===== config.mk =====
export PLATFORM = sky130hd
export DESIGN_NAME = spine_link_adapter
export DESIGN_NICKNAME = d
export VERILOG_FILES = /design/src/rtl/noc_pkg.sv /design/src/rtl/noc_sync_fifo.sv /design/src/rtl/spine_link_adapter.sv
export SDC_FILE = /design/constraint.sdc
export NUM_CORES = 1
export LEC_CHECK = 0
export ABC_AREA = 1
export ABC_CLOCK_PERIOD_IN_PS = 4300
export CORE_UTILIZATION = 40
export CTS_CLUSTER_DIAMETER = 150
export DETAILED_ROUTE_END_ITERATION = 8
export MAX_ROUTING_LAYER = met4
export PLACE_DENSITY = 0.71
export SLEW_MARGIN = 0
export SYNTH_ARGS = -nofsm -noshare
export SYNTH_HDL_FRONTEND = slang
export SYNTH_SLANG_ARGS = --single-unit

===== constraint.sdc =====
create_clock -name clk -period 4.3 [get_ports clk]
set_clock_uncertainty 0.15 [all_clocks]
set_input_delay 0.43 -clock clk [delete_from_list [all_inputs] [get_ports clk]]
set_output_delay 0.43 -clock clk [all_outputs]
set_load 0.01 [all_outputs]

===== src/rtl/noc_pkg.sv =====
// Shared NoC definitions: flit geometry, header decode and FIFO operation codes.
package noc_pkg;

    localparam int unsigned FLIT_W   = 16;
    localparam int unsigned DEST_W   = 6;
    localparam int unsigned DEST_MSB = 15;
    localparam int unsigned DROP_W   = 16;

    typedef enum logic [1:0] {
        FIFO_IDLE = 2'b00,
        FIFO_POP  = 2'b01,
        FIFO_PUSH = 2'b10,
        FIFO_BOTH = 2'b11
    } fifo_op_e;

    function automatic logic [DEST_W-1:0] dest_of(input logic [FLIT_W-1:0] flit);
        return flit[DEST_MSB -: DEST_W];
    endfunction

endpackage


===== src/rtl/noc_sync_fifo.sv =====
// Show-ahead synchronous FIFO with separate occupancy counter; a push into a
// full FIFO is accepted only when a pop frees a slot in the same cycle.
module noc_sync_fifo
    import noc_pkg::*;
#(
    parameter  int unsigned DWIDTH = 16,
    parameter  int unsigned DEPTH  = 8,
    localparam int unsigned AW     = $clog2(DEPTH),
    localparam int unsigned CW     = AW + 1
) (
    input  logic              clk,
    input  logic              reset,
    input  logic              i_push,
    input  logic [DWIDTH-1:0] i_data,
    input  logic              i_pop,
    output logic [DWIDTH-1:0] o_head,
    output logic              o_valid,
    output logic [CW-1:0]     o_count,
    output logic              o_full
);

    logic [DWIDTH-1:0] r_mem [DEPTH];
    logic [AW-1:0]     r_wr_ptr;
    logic [AW-1:0]     r_rd_ptr;
    logic [CW-1:0]     r_count;
    logic              w_full;
    logic              w_pop;
    logic              w_push;
    fifo_op_e          w_op;

    assign w_full = (r_count == CW'(DEPTH));
    assign w_pop  = i_pop & (r_count != '0);
    assign w_push = i_push & (~w_full | w_pop);
    assign w_op   = fifo_op_e'({w_push, w_pop});

    always_ff @(posedge clk or posedge reset) begin
        if (reset) begin
            r_wr_ptr <= '0;
            r_rd_ptr <= '0;
            r_count  <= '0;
        end else begin
            if (w_push) r_wr_ptr <= r_wr_ptr + AW'(1);
            if (w_pop)  r_rd_ptr <= r_rd_ptr + AW'(1);
            case (w_op)
                FIFO_PUSH: r_count <= r_count + CW'(1);
                FIFO_POP:  r_count <= r_count - CW'(1);
                default:   r_count <= r_count;
            endcase
        end
    end

    // Storage is deliberately not reset; the head is masked by o_valid.
    always_ff @(posedge clk) begin
        if (w_push) r_mem[r_wr_ptr] <= i_data;
    end

    assign o_head  = r_mem[r_rd_ptr];
    assign o_valid = (r_count != '0);
    assign o_count = r_count;
    assign o_full  = w_full;

endmodule


===== src/rtl/spine_link_adapter.sv =====
// Link stage between a router spine port and the spine interconnect: egress
// FIFO with drop counting, and a registered ingress path with dest decode.
module spine_link_adapter
    import noc_pkg::*;
#(
    parameter int unsigned DWIDTH = 16,
    parameter int unsigned DEPTH  = 8,
    parameter int unsigned ADDR_W = 6
) (
    input  logic                   clk,
    input  logic                   reset,
    input  logic [DWIDTH-1:0]      rtr_out_data,
    input  logic                   rtr_out_valid,
    output logic [DWIDTH-1:0]      spine_tx_data,
    output logic [ADDR_W-1:0]      spine_tx_dest,
    output logic                   spine_tx_valid,
    input  logic                   spine_tx_ready,
    input  logic [DWIDTH-1:0]      spine_rx_data,
    input  logic                   spine_rx_valid,
    output logic                   spine_rx_ready,
    output logic [DWIDTH-1:0]      rtr_in_data,
    output logic                   rtr_in_valid,
    output logic [ADDR_W-1:0]      rtr_in_dest_addr,
    output logic [$clog2(DEPTH):0] egress_count,
    output logic                   egress_full,
    output logic [DROP_W-1:0]      drop_cnt
);

    logic [DWIDTH-1:0] w_head;
    logic              w_valid;
    logic              w_full;
    logic              w_drop;
    logic [DROP_W-1:0] r_drop_cnt;
    logic [DWIDTH-1:0] r_rin_data;
    logic              r_rin_valid;
    logic              r_rx_ready;

    noc_sync_fifo #(
        .DWIDTH (DWIDTH),
        .DEPTH  (DEPTH)
    ) u_egress_fifo (
        .clk     (clk),
        .reset   (reset),
        .i_push  (rtr_out_valid),
        .i_data  (rtr_out_data),
        .i_pop   (spine_tx_ready),
        .o_head  (w_head),
        .o_valid (w_valid),
        .o_count (egress_count),
        .o_full  (w_full)
    );

    // A flit is lost only when the FIFO is full and nothing leaves this cycle.
    assign w_drop = rtr_out_valid & w_full & ~(w_valid & spine_tx_ready);

    always_ff @(posedge clk or posedge reset) begin
        if (reset) begin
            r_drop_cnt  <= '0;
            r_rin_data  <= '0;
            r_rin_valid <= 1'b0;
            r_rx_ready  <= 1'b0;
        end else begin
            r_rx_ready  <= 1'b1;
            r_rin_valid <= spine_rx_valid & r_rx_ready;
            if (spine_rx_valid & r_rx_ready) r_rin_data <= spine_rx_data;
            if (w_drop && r_drop_cnt != '1) r_drop_cnt <= r_drop_cnt + DROP_W'(1);
        end
    end

    generate
        if (DWIDTH == FLIT_W && ADDR_W == DEST_W) begin : g_pkg_dest
            assign spine_tx_dest    = dest_of(w_head);
            assign rtr_in_dest_addr = dest_of(r_rin_data);
        end else begin : g_generic_dest
            assign spine_tx_dest    = w_head[DWIDTH-1 -: ADDR_W];
            assign rtr_in_dest_addr = r_rin_data[DWIDTH-1 -: ADDR_W];
        end
    endgenerate

    assign spine_tx_data  = w_head;
    assign spine_tx_valid = w_valid;
    assign egress_full    = w_full;
    assign drop_cnt       = r_drop_cnt;
    assign rtr_in_data    = r_rin_data;
    assign rtr_in_valid   = r_rin_valid;
    assign spine_rx_ready = r_rx_ready;

endmodule


==> impl_metrics.ini <==
[yosys]
synth_area_mm2 = 0.00726
yosysWarnings = 0
synth.avg_cell_area_um2 = 11.1
seq_area_frac_synth_pct = 68.1
synth_nets = 692
synth-seq-cells = 172
yosys.cell_types.count = 37
netlist_instances = 651

[cts]
clk_pin_slew_worst_paths_ps = 60
cts_made_buffers = 17
cts_htree_levels = 4
cts_resized = 0
holdBufCountCts = 0
cts_max_path_buffers = 2
worstSkewPairLatency_ps = 420
cts_num_sinks = 172
root_buffer = clkbuf_16
cts_tree = built
cts_setup_buffers = 0

[placement]
dpl.hpwl_mm = 9.59
pre_cts_ws_ps = 1100
gp_congestion = 0.820
port_buffers = 104
dp_cells = 955

[pwr]
p_leak_nw = 3.39
vdd_drop_max_mv = 0.390
powerDensity_mw_per_mm2 = 650

[global_routing]
grt_max_degree = 66
grt_pass1_wl_mm = 25.3
antenna_found_initial = 0
gr-total-overflow = 0
grt_usage_pct = 18.7
grt_pass1_vias = 4825

[timing]
slew_headroom_pct = 34.6
rsz0062_at_grt = false
setup_viol = 0
post-route-period-util_pct = 81.9
tns_ps = 0
slew_viol_final = 0
tightest_slew_ps = 978
setup_slack_ps = 777
finalCriticalPeriod_ps = 3520
max_freq_ghz = 0.284
finalHoldViolCount = 0

[drt]
met3_length_um = 931
drt-initial-drc-count = 339
first_pass_iters = 5
highest-signal-layer = met4
drt-met1-wl_mm = 6.95
wl_per_cell_um = 15.8
num_vias = 4981
vias_per_cell = 5.05
wl_met2_mm = 7.41
drc = 0
antenna_left = 0
wl_mm = 15.5

[hold_path]
hold_class = flop to flop

[cells_and_area]
fin_cells = 987
final_util_pct = 51.9
multiInputGateArea_mm2 = 0.00196
n_fill_cell = 1523
regArea_mm2 = 0.00495
syn2layout_area_growth_pct = 24.9
insertedDiodeCount = 0
nets = 790
drive_above_1_share_pct = 8.66

[run_status]
outcome = completed

[run]
max_cap_viol_count = 0

[floorplanning]
initial_utilization_pct = 41.5
io_pins = 105
dieArea_mm2 = 0.0187
die_h_um = 137
die_w_um = 137
core_area_mm2 = 0.0175
row_count = 48

[critical_path]
critical_path_required_ps = 3720
critical_path_class = flop to output port
path_max_fanout = 34
worstSetupEndpointType = output port
worstPathArrival_ps = 2940
cp-start-kind = flop
layout make-up:
type                       count  share of cell area (%)
sequential                   172                    54.6
multi-input combinational    406                    21.6
timing repair buffer         118                    12.6
clock buffer                  18                    4.74
tap                          225                    3.11
clock inverter                14                    1.84
inverter                      34                    1.46
cell families (layout without fill, tap and decap cells):
group | Yosys count | count (layout) | synth area share, %
adder cells (fa/ha/maj) | 4 | 4 | 0.690
buffers and inverters | 73 | 184 | 4.83
XOR/XNOR | 16 | 16 | 1.93
flip-flops | 172 | 172 | 68.1
AO/OA/AOI/OAI | 114 | 114 | 8.71
AND/OR/NAND/NOR | 271 | 271 | 15.6
other | 1 | 1 | 0.0517
placed cells by master (no fill, tap or decap), drive strengths merged, types with 3 or more instances in the layout:
master | netlist | final
clkinv | 1 | 10
nor4 | 3 | 3
nand3 | 16 | 16
nand4 | 3 | 3
o22ai | 16 | 16
a31oi | 16 | 16
edfxtp | 128 | 128
dfrtp | 44 | 44
nand2 | 109 | 109
ha | 4 | 4
xor2 | 12 | 12
o21ai | 80 | 80
clkbuf | 20 | 18
xnor2 | 4 | 4
buf | 19 | 14
nor3 | 5 | 5
inv | 33 | 36
clkdlybuf4s50 | 0 | 104
nor2 | 133 | 133
synth_stat cells, drive strengths merged:
cell type	n	share of area, %
nor2	133	7.0
edfxtp	128	53
nand2	109	6.1
o21ai	80	5.8
dfrtp	44	15
inv	33	1.8
clkbuf	20	1.0
buf	19	2.0
a31oi	16	1.4
nand3	16	1.3
o22ai	16	1.4
xor2	12	1.4
nor3	5	0.34
ha	4	0.69
xnor2	4	0.48
nand4	3	0.26
nor4	3	0.47
a21oi	1	0.069
clkinv	1	0.052
conb	1	0.052
nand3b	1	0.10
o21bai	1	0.10
or2	1	0.086
power by group:
group          total (W)  leakage (nW)  internal (W)  switching [W]
combinational    0.00217          1.39      0.000931        0.00124
clock            0.00152         0.293      0.000869       0.000655
sequential       0.00220          1.71       0.00206       0.000136
total            0.00589          3.39       0.00386        0.00203
routing by layer:
metal,vias to the layer above,track usage [%]
li1,2415,-
met1,2378,24.0
met2,165,28.6
met3,23,4.93
met4,0,6.54
met5,-,-
state kept, by name (all words and copies together) (netlist names):
register,count
spine_rx_ready,1
u_egress_fifo.r_mem,128
u_egress_fifo.r_rd_ptr,3
rtr_in_data,16
u_egress_fifo.r_wr_ptr,3
rtr_in_valid,1
u_egress_fifo.o_count,4
drop_cnt,16
critical path, cell delays in order, from the launching register on:
cell and delay (ps):
dfrtp_1 360, buf_4 250, inv_1 390, buf_4 340, o21ai_0 130, o22ai_1 140, nor2_1 50, a31oi_1 260
clkdlybuf4s50_1 590
through the flow:
step	hold slack, ps	cell area [um^2]	total power [W]
final	326	9060	0.00589
after global routing	369	9060	0.00624
after CTS	333	9060	0.00593
after detailed placement	315	8470	0.00440
after global placement	311	8470	0.00437
after floorplan	341	7260	0.00352
final timing paths:
kind / from / slack (ps) / endpoint / cells past startpoint
worst max-delay path: u_egress_fifo.r_rd_ptr[1]$_DFFE_PP0N_ / 780 / spine_tx_data[0] / 8
worst min-delay path: rtr_in_data[2]$_DFFE_PP0P_ / 330 / rtr_in_data[2]$_DFFE_PP0P_ / 2
worst max register to register: u_egress_fifo.o_count[0]$_DFFE_PP0P_ / 1550 / u_egress_fifo.r_mem[7][0]$_DFFE_PP_ / 9
worst min register to register: rtr_in_data[2]$_DFFE_PP0P_ / 330 / rtr_in_data[2]$_DFFE_PP0P_ / 2
max in group asynchronous: reset / 2980 / u_egress_fifo.r_rd_ptr[0]$_DFFE_PP0N_ / 2
min in group asynchronous: reset / 390 / drop_cnt[1]$_DFFE_PP0P_ / 2
Note: power is estimated with default switching activity, not from simulation.
